[src/rtl/fp_i2f_pkg.sv]
// rtl/fp_i2f_pkg.sv - shared float/int format types, rounding modes, status flags and width helpers
package fp_i2f_pkg;

    typedef enum logic [1:0] {
        FP32 = 2'd0,
        FP64 = 2'd1,
        FP16 = 2'd2,
        BF16 = 2'd3
    } fp_format_e;

    typedef enum logic [1:0] {
        INT8  = 2'd0,
        INT16 = 2'd1,
        INT32 = 2'd2,
        INT64 = 2'd3
    } int_format_e;

    typedef enum logic [2:0] {
        RNE = 3'b000,
        RTZ = 3'b001,
        RDN = 3'b010,
        RUP = 3'b011,
        RMM = 3'b100
    } roundmode_e;

    typedef struct packed {
        logic nv;
        logic dz;
        logic of;
        logic uf;
        logic nx;
    } status_t;

    typedef enum logic [1:0] {
        IDLE  = 2'd0,
        NORM  = 2'd1,
        ROUND = 2'd2,
        DONE  = 2'd3
    } i2f_state_e;

    function automatic int exp_bits(fp_format_e fmt);
        case (fmt)
            FP32:    return 8;
            FP64:    return 11;
            FP16:    return 5;
            default: return 8;
        endcase
    endfunction

    function automatic int man_bits(fp_format_e fmt);
        case (fmt)
            FP32:    return 23;
            FP64:    return 52;
            FP16:    return 10;
            default: return 7;
        endcase
    endfunction

    function automatic int fp_width(fp_format_e fmt);
        return 1 + exp_bits(fmt) + man_bits(fmt);
    endfunction

    function automatic int int_width(int_format_e fmt);
        case (fmt)
            INT8:    return 8;
            INT16:   return 16;
            INT32:   return 32;
            default: return 64;
        endcase
    endfunction

endpackage

[src/rtl/fp_i2f_if.sv]
// rtl/fp_i2f_if.sv - request/result bundle between a requester and the int-to-float converter
interface fp_i2f_if #(
    parameter int INT_WIDTH = 32,
    parameter int FP_WIDTH  = 32
);
    import fp_i2f_pkg::*;

    logic                 start_i;
    logic [INT_WIDTH-1:0] a_i;
    logic                 signed_i;
    roundmode_e           rnd_i;
    logic                 busy_o;
    logic [FP_WIDTH-1:0]  result_o;
    status_t              flags_o;
    logic                 done_o;

    modport master (
        output start_i, a_i, signed_i, rnd_i,
        input  busy_o, result_o, flags_o, done_o
    );

    modport slave (
        input  start_i, a_i, signed_i, rnd_i,
        output busy_o, result_o, flags_o, done_o
    );

endinterface

[src/rtl/fp_i2f_lzc.sv]
// rtl/fp_i2f_lzc.sv - combinational leading-zero counter; returns WIDTH for an all-zero input
module fp_lzc #(
    parameter int WIDTH = 32,
    parameter int CNT_W = $clog2(WIDTH + 1)
) (
    input  logic [WIDTH-1:0] i_data,
    output logic [CNT_W-1:0] o_count
);

    // Scanning upward lets the highest set bit win the last assignment.
    always_comb begin
        o_count = CNT_W'(WIDTH);
        for (int i = 0; i < WIDTH; i++) begin
            if (i_data[i]) begin
                o_count = CNT_W'(WIDTH - 1 - i);
            end
        end
    end

endmodule

[src/rtl/fp_i2f.sv]
// rtl/fp_i2f.sv - multi-cycle integer-to-float converter: normalise, round, pack in separate cycles
module fp_i2f
    import fp_i2f_pkg::*;
#(
    parameter fp_format_e  FP_FORMAT  = FP32,
    parameter int_format_e INT_FORMAT = INT32
) (
    input  logic    clk_i,
    input  logic    rst_ni,
    fp_i2f_if.slave io
);

    localparam int W    = int_width(INT_FORMAT);
    localparam int E    = exp_bits(FP_FORMAT);
    localparam int M    = man_bits(FP_FORMAT);
    localparam int FPW  = fp_width(FP_FORMAT);
    localparam int XW   = E + 2;
    localparam int LZW  = $clog2(W + 1);
    localparam int EXTW = W + M + 1;

    localparam logic [XW-1:0] BIAS    = XW'((1 << (E - 1)) - 1);
    localparam logic [XW-1:0] EXP_TOP = XW'(W - 1);
    localparam logic [XW-1:0] EXP_MAX = XW'((1 << E) - 1);

    i2f_state_e     r_state;
    logic [W-1:0]   r_mag;
    logic [W-1:0]   r_norm;
    logic           r_sign;
    roundmode_e     r_rnd;
    logic [XW-1:0]  r_exp;
    logic [M-1:0]   r_mant;
    logic           r_inexact;
    logic [FPW-1:0] r_result;
    status_t        r_flags;
    logic           r_done;
    logic           r_busy;

    logic           w_sign;
    logic [W-1:0]   w_mag;
    logic [LZW-1:0] w_lz;
    logic [EXTW-1:0] w_ext;
    logic [M-1:0]   w_mant;
    logic           w_g;
    logic           w_s;
    logic           w_up;
    logic [M:0]     w_sum;
    logic           w_zero;
    logic           w_of;
    logic           w_inf;
    logic [FPW-1:0] w_result;
    status_t        w_flags;

    assign w_sign = io.signed_i & io.a_i[W-1];
    assign w_mag  = w_sign ? (~io.a_i + W'(1)) : io.a_i;

    fp_lzc #(
        .WIDTH (W),
        .CNT_W (LZW)
    ) u_lzc (
        .i_data  (r_mag),
        .o_count (w_lz)
    );

    // Hidden bit dropped; two zero LSBs guarantee guard/sticky exist when W-1 < M.
    assign w_ext  = {r_norm[W-2:0], {(M + 2){1'b0}}};
    assign w_mant = w_ext[EXTW-1 -: M];
    assign w_g    = w_ext[EXTW-1-M];
    assign w_s    = |w_ext[EXTW-M-2:0];

    always_comb begin
        w_up = 1'b0;
        case (r_rnd)
            RNE:     w_up = w_g & (w_mant[0] | w_s);
            RTZ:     w_up = 1'b0;
            RDN:     w_up = r_sign & (w_g | w_s);
            RUP:     w_up = ~r_sign & (w_g | w_s);
            RMM:     w_up = w_g;
            default: w_up = 1'b0;
        endcase
    end

    assign w_sum = {1'b0, w_mant} + {{M{1'b0}}, w_up};

    // A normalised non-zero magnitude always has its MSB set, so the top bit doubles as the zero test.
    assign w_zero = ~r_norm[W-1];
    assign w_of   = (r_exp >= EXP_MAX);
    assign w_inf  = (r_rnd == RNE) | (r_rnd == RMM) |
                    ((r_rnd == RUP) & ~r_sign) | ((r_rnd == RDN) & r_sign);

    always_comb begin
        w_result   = {r_sign, r_exp[E-1:0], r_mant};
        w_flags    = '0;
        w_flags.nx = r_inexact;
        if (w_zero) begin
            w_result = '0;
            w_flags  = '0;
        end else if (w_of) begin
            w_flags.of = 1'b1;
            w_flags.nx = 1'b1;
            if (w_inf) begin
                w_result = {r_sign, {E{1'b1}}, {M{1'b0}}};
            end else begin
                w_result = {r_sign, {(E - 1){1'b1}}, 1'b0, {M{1'b1}}};
            end
        end
    end

    always_ff @(posedge clk_i) begin
        if (!rst_ni) begin
            r_state   <= IDLE;
            r_mag     <= '0;
            r_norm    <= '0;
            r_sign    <= 1'b0;
            r_rnd     <= RNE;
            r_exp     <= '0;
            r_mant    <= '0;
            r_inexact <= 1'b0;
            r_result  <= '0;
            r_flags   <= '0;
            r_done    <= 1'b0;
            r_busy    <= 1'b0;
        end else begin
            r_done <= 1'b0;
            case (r_state)
                IDLE: begin
                    r_busy <= io.start_i;
                    if (io.start_i) begin
                        r_mag   <= w_mag;
                        r_sign  <= w_sign;
                        r_rnd   <= io.rnd_i;
                        r_state <= NORM;
                    end
                end
                NORM: begin
                    r_norm  <= r_mag << w_lz;
                    r_exp   <= BIAS + EXP_TOP - XW'(w_lz);
                    r_state <= ROUND;
                end
                ROUND: begin
                    r_mant    <= w_sum[M-1:0];
                    r_exp     <= r_exp + XW'(w_sum[M]);
                    r_inexact <= w_g | w_s;
                    r_state   <= DONE;
                end
                DONE: begin
                    r_result <= w_result;
                    r_flags  <= w_flags;
                    r_done   <= 1'b1;
                    r_state  <= IDLE;
                end
                default: r_state <= IDLE;
            endcase
        end
    end

    assign io.busy_o   = r_busy;
    assign io.result_o = r_result;
    assign io.flags_o  = r_flags;
    assign io.done_o   = r_done;

endmodule

[src/flat_wrapper.sv]
// flat-port wrapper written by rule: the top's interface ports become plain ports
module fp_i2f_flat import fp_i2f_pkg::*;
#(
    parameter fp_format_e  FP_FORMAT  = FP32,
    parameter int_format_e INT_FORMAT = INT32
)
  (clk_i, rst_ni, io_start_i, io_a_i, io_signed_i, io_rnd_i, io_busy_o, io_result_o, io_flags_o, io_done_o);
  fp_i2f_if #(.INT_WIDTH(32), .FP_WIDTH(32)) io_i ();
  input  logic clk_i;
  input  logic rst_ni;
  input wire logic [$bits(io_i.start_i)-1:0] io_start_i;
  input wire logic [$bits(io_i.a_i)-1:0] io_a_i;
  input wire logic [$bits(io_i.signed_i)-1:0] io_signed_i;
  input wire logic [$bits(io_i.rnd_i)-1:0] io_rnd_i;
  output wire logic [$bits(io_i.busy_o)-1:0] io_busy_o;
  output wire logic [$bits(io_i.result_o)-1:0] io_result_o;
  output wire logic [$bits(io_i.flags_o)-1:0] io_flags_o;
  output wire logic [$bits(io_i.done_o)-1:0] io_done_o;
  assign io_i.start_i = io_start_i;
  assign io_i.a_i = io_a_i;
  assign io_i.signed_i = io_signed_i;
  assign io_i.rnd_i = io_rnd_i;
  assign io_busy_o = io_i.busy_o;
  assign io_result_o = io_i.result_o;
  assign io_flags_o = io_i.flags_o;
  assign io_done_o = io_i.done_o;
  fp_i2f #(.FP_FORMAT(FP_FORMAT), .INT_FORMAT(INT_FORMAT)) u_core (.clk_i(clk_i), .rst_ni(rst_ni), .io(io_i));
endmodule
[config.mk]
export PLATFORM = sky130hd
export DESIGN_NAME = fp_i2f_flat
export DESIGN_NICKNAME = d
export VERILOG_FILES = /design/src/rtl/fp_i2f_pkg.sv /design/src/rtl/fp_i2f_if.sv /design/src/rtl/fp_i2f_lzc.sv /design/src/rtl/fp_i2f.sv /design/src/flat_wrapper.sv
export SDC_FILE = /design/constraint.sdc
export NUM_CORES = 1
export LEC_CHECK = 0
export BUFFER_PORTS_ARGS = -buffer_cell sky130_fd_sc_hd__buf_2
export CAP_MARGIN = 0
export CORE_AREA = 2 2 137 139
export DETAILED_ROUTE_END_ITERATION = 6
export DIE_AREA = 0 0 139 141
export PLACE_DENSITY = 0.67
export SLEW_MARGIN = 40
export SYNTH_ARGS = -nofsm -noshare
export SYNTH_HDL_FRONTEND = slang
export SYNTH_SLANG_ARGS = --single-unit
[constraint.sdc]
create_clock -name clk_i -period 3.7 [get_ports clk_i]
set_input_delay 0.37 -clock clk_i [delete_from_list [all_inputs] [get_ports clk_i]]
set_output_delay 0.37 -clock clk_i [all_outputs]
set_load 0.01 [all_outputs]
# Yosys cells after proc, flatten, opt, wreduce, memory -nomap -nowiden
# Cells that the tools add are included.
dict set report word_totals {
  regBits 140
  in_bits 39
  elab_cells 89
  out_inout_bits 39
}
dict set report classes {
  n_mux 45
  eq_ne 7
  shift 1
  add_sub_neg 4
  magnitude_cmp 1
  n_bitwise 13
  n_reduce_logical 5
}
# operator n
set op_table {}
lappend op_table {{$mux 6} 32}
lappend op_table {{$mux 32} 2}
lappend op_table {{$add 32x1->32 const B} 1}
lappend op_table {{$not 32->32} 1}
lappend op_table {{$shl 32x6->32} 1}
lappend op_table {{$mux 31} 1}
lappend op_table {{$add 23x1->24} 1}
lappend op_table {{$mux 24} 1}
lappend op_table {{$pmux 10 s2} 1}
lappend op_table {{$add 10x1->10} 1}
lappend op_table {{$ge 10x8->1 const B} 1}
lappend op_table {{$sub 8x6->9 const A} 1}
lappend op_table {{$pmux 2 s4} 1}
lappend op_table {{$reduce_or 7->1} 1}
lappend op_table {{$and 1x1->1} 6}
lappend op_table {{$eq 3x2->1 const B} 2}
lappend op_table {{$mux 1} 5}
lappend op_table {{$or 1x1->1} 5}
lappend op_table {{$eq 2x2->1 const B} 2}
lappend op_table {{$pmux 1 s4} 1}
lappend op_table {{$eq 3x3->1 const B} 1}
lappend op_table {{$logic_not 3->1} 1}
lappend op_table {{$eq 2x1->1 const B} 1}
lappend op_table {{$logic_not 2->1} 1}
lappend op_table {{5 further kinds} 5}

# Logic depth before layout (Yosys ltp)
dict set report logic_depth {
  depth_word 34
  mapped_depth 19
  depth_no_buf 19
}

# Modules after synthesis
# A second synthesis with hierarchy kept.
dict set report unflattened {
  cells_unflattened 1034
  area_unflattened_um2 8598.2
}
# mod area_per_inst_um2 n_inst seq_area_each_um2 cells_per_inst
set modules_own_cells {}
lappend modules_own_cells {fp_i2f 8230.4 1 2802.7 969}
lappend modules_own_cells {fp_lzc 367.9 1 0.0 65}

# Least setup slack after synthesis
# Ideal clock, no wire load.
dict set report synth_path {
  path_type {reg-to-reg}
  startpoint {reg u_core.r_rnd[2]}
  endpoint {reg u_core.r_exp[8]}
  t_arrival_ns 3.102
  path_stages_with_launch 19
  required_ns 3.585
  slack_ns 0.483
  setup_ns 0.115
  synth_period_minus_slack_ns 3.217
  cell_sequence {dfxtp_1 > and3b_1 > ha_1 > nor3b_1 > nor2b_1 > o22a_1 > ha_1 > nand3_1 > nor2_1 > nand2_1 > nor3_1 > and3_1 > ha_1 > ha_1 > nand3_1 > o21ai_0 > nand2_1 > a21oi_1 > nor2b_1}
}
dict set report synth_between {
  elab_chain_len 5
}
# item line
set synth_rtl {}
lappend synth_rtl {{from (decl)} fp_i2f.sv:29} ;# roundmode_e r_rnd;
lappend synth_rtl {{from (signal assigned)} fp_i2f.sv:130} ;# r_rnd <= io.rnd_i;
lappend synth_rtl {{$eq 3x3->1 (tied with other cells)} fp_i2f.sv:72} ;# case (r_rnd)
lappend synth_rtl {{$pmux 1 s4 *} fp_i2f.sv:72}
lappend synth_rtl {{$add 23x1->24 *} fp_i2f.sv:82} ;# assign w_sum = {1'b0, w_mant} + {{M{1'b0}}, w_up};
lappend synth_rtl {{$add 10x1->10 *} fp_i2f.sv:141} ;# r_exp <= r_exp + XW'(w_sum[M]);
lappend synth_rtl {{$pmux 10 s2 *} fp_i2f.sv:124} ;# case (r_state)
lappend synth_rtl {{to (signal assigned)} fp_i2f.sv:136} ;# r_exp <= BIAS + EXP_TOP - XW'(w_lz);
lappend synth_rtl {{to (signal assigned)} fp_i2f.sv:141}
lappend synth_rtl {{to (decl)} fp_i2f.sv:30} ;# logic [XW-1:0] r_exp;
# Mark *: on every way between the ends. The rest lies on a longest branch, timed or not.
# A chain may end at the register's enable or synchronous reset.

# Final worst setup path
dict set report layout_path {
  startpoint {reg u_core.r_rnd[2]}
  endpoint {reg u_core.r_exp[6]}
}
# Same word-level chain as after synthesis.

==> results.md <==
* Clock latency reported for the late side of the worst-skew pair at 0.43 ns
* DR WL/cell at 16.9 um
* Antenna diode count at 0
* R2R cell count at 17
* Worst VDD drop at 549 uV
* Placed cells at 1352
* Slew @ Worst Pin at 0.753 ns
* Core ar. at 18300 sq um
* Share of cells above drive strength 1 at 0.149
* Status: completed
* Vias at 8292
* Routed Wire Length at 23.3 mm
* Post-synth EDFFs at 0
* # setup viols final at 0
* Max-cap viol count at 0
* HP Class: input pin to flip-flop
* Critical Path AT at 3.77 ns
* DRT Pass-1 Iters at 5
* DP HPWL at 16.8 mm
* Synthesized instance count at 1096
* Setup Skew at 0.0144 ns
* Finished Core Util at 0.547
* RR Endpoint: u_core.r_exp[6]
* Initial DRC count at 664
* Non-Filler Instances at 1384
* Synthesis-to-layout area growth at 13.0%
* Clk root buf: clkbuf_16
* Setup TNS at 0 ns
* Warnings from Yosys at 0
* Num rows at 50
* Tmin final at 3.41 ns
* Number of library cell types mapped by synthesis at 71
* Vias in the first global route at 7992
* Post-synthesis sequential area ratio at 0.317
* Hold Path Depth at 3
* CP Launch Type: flip-flop
* Commonest non-fill, non-tap cell in the layout: dfxtp_1
* TritonCTS clock tree: done
* First-pass GRT wire length at 39.8 mm
* Dominant synthesized flop cell: dfxtp_1
* Final hold vios at 0
* Final #Nets at 1188
* Average cell area after synthesis at 8.08 sq um
* PD cells at 873 nW/um^2
* Global route total overflow at 0
* Crit path kind: flip-flop to flip-flop
* Lkg Pwr at 0.00419 uW
* Cell area after layout at 10000 sq um
* Tot Pwr at 8730 uW
* Initial core utilization at 0.485
* Fin crit share at 0.921
* Hold Path Origin: io_rnd_i[2]
* Synthesis-stage register bit count at 140
* Die height at 141 um
* Slew Viols, Final at 0
* I/O Buffers at 74
* Mapped Area at 8850 sq um
* Final GP Congestion at 0.940
* Die area at 19600 sq um
* Antenna-violating nets left at 0
* Maximum root-to-sink buffer count at 2
* Largest net degree at the start of global routing at 73
* Initial antenna violation count at 0
* WP data required at 4.06 ns
* Max Freq at 294 MHz
* Total Routing Usage GR at 0.242
* DRC errors left at 0
* Drt via density at 5.99
* Synth async-reset ratio at 0
* Chip width at 139 um
* Crit Reg-Reg Startpoint: u_core.r_rnd[2]
* CP endpoint kind: flip-flop
* Most frequent cells in the layout: dfxtp_1, nand2_1, o21ai_0, buf_2, a21oi_1
* CP max FO at 6
* Setup slack, reg-to-reg at 0.29 ns
* Post-CTS Setup Bufs at 0
* Hold endpoint: u_core.r_rnd[2]
* CTS H-tree lvls at 4
* Slew headroom at 0.493
* IO Count at 78
* Clk sink count at 140
* Hold_buf cts at 0
* Worst-path clk slew at 0.07 ns
* Area after DPL at 9370 sq um
* TritonCTS Buffers at 17
-- cells by family after synthesis --
logic type | after synthesis | share of synthesized area
AOI/OAI and AO/OA | 370 | 0.295
xor gates and xnor gates | 47 | 0.0465
adders and majority gates | 12 | 0.0170
buffers and inverters | 103 | 0.0543
DFF | 140 | 0.317
muxes | 54 | 0.0623
other | 1 | 0.000424
and+or+nand+nor | 369 | 0.207
-- layout make-up --
class,count,area [sq um]
Inverter,20,87.6
Timing Repair Buffer,103,603
Fill cell,1749,8270
Sequential cell,140,2800
Multi-Input combinational cell,855,5620
Clock buffer,17,425
Tap cell,234,293
Clock inverter,15,170
-- what timing repair did --
| item | in CTS | in global routing |
|---|---|---|
| endpoints found under the hold margin | 0 | 0 |
| endpoints found under the setup margin | 0 | 8 |
| resized for setup | 0 | 9 |
-- flip-flops by register name, summed over array words and instances (netlist names) --
name / count
u_core.r_exp: 10
u_core.io.busy_o: 1
u_core.r_sign: 1
u_core.r_rnd: 3
u_core.r_state: 2
u_core.io.result_o: 32
u_core.r_inexact: 1
u_core.r_norm: 32
u_core.io.flags_o: 2
u_core.r_mag: 32
u_core.io.done_o: 1
u_core.r_mant: 23
-- critical path, stage by stage, from the launching register on --
cell and delay, ns:
dfxtp_2 0.36, and3b_1 0.19, ha_1 0.28, nor3b_2 0.19
nor2b_1 0.17, o22a_1 0.17, ha_1 0.20, nand3_2 0.11
nor2_2 0.15, nand2_1 0.10, nor3_2 0.20, and3_1 0.20
ha_1 0.18, ha_2 0.21, nand3_2 0.12, nor4_1 0.21
o21ai_0 0.11, a21boi_0 0.19
-- synth_stat cells, types with 16 or more instances --
master      n  share of area
o211a_1    56          0.063
or3_1      16          0.011
nand2b_1   43          0.030
clkbuf_1   57          0.024
nor2_1     54          0.023
xnor2_1    22          0.022
a21boi_0   45          0.038
nor2b_1    17          0.012
o211ai_1   23          0.020
o21ai_0    79          0.045
nor3_1     16         0.0090
a21oi_1    58          0.033
nand2_1   127          0.054
dfxtp_1   140           0.32
inv_1      17         0.0072
nand3_1    31          0.018
xor2_1     25          0.025
mux2i_1    45          0.051
-- metrics by stage --
stage,hold WS (ns),worst slack (ns)
after detailed placement,0.461,0.0469
final,0.191,0.294
after global placement,0.456,0.218
after floorplan,0.445,0.483
after global routing,0.205,-0.0289
after CTS,0.200,0.0336
-- where the power goes --
| group | internal (uW) | total, uW | switching (uW) |
|---|---|---|---|
| Sequential | 1860 | 2320 | 458 |
| Combinational | 1870 | 4700 | 2830 |
| Clock | 908 | 1710 | 799 |
-- routing by layer --
layer	GRT usage	up-vias	wire, um
li1	-	4086	-
met4	0.101	0	769
met1	0.315	3901	10700
met3	0.0411	74	1100
met5	0	-	0
met2	0.400	231	10700
-- how the worst max path moves through the flow --
stage,from,endpoint
final,u_core.r_rnd[2],u_core.r_exp[6]
after CTS,u_core.r_rnd[2],u_core.r_exp[7]
after global routing,u_core.r_rnd[1],u_core.r_exp[6]
after detailed placement,u_core.r_rnd[2],u_core.r_exp[6]
after floorplan,u_core.r_rnd[2],u_core.r_exp[8]
after global placement,u_core.r_rnd[2],u_core.r_exp[8]
Note: power is estimated with default switching activity, not from simulation.
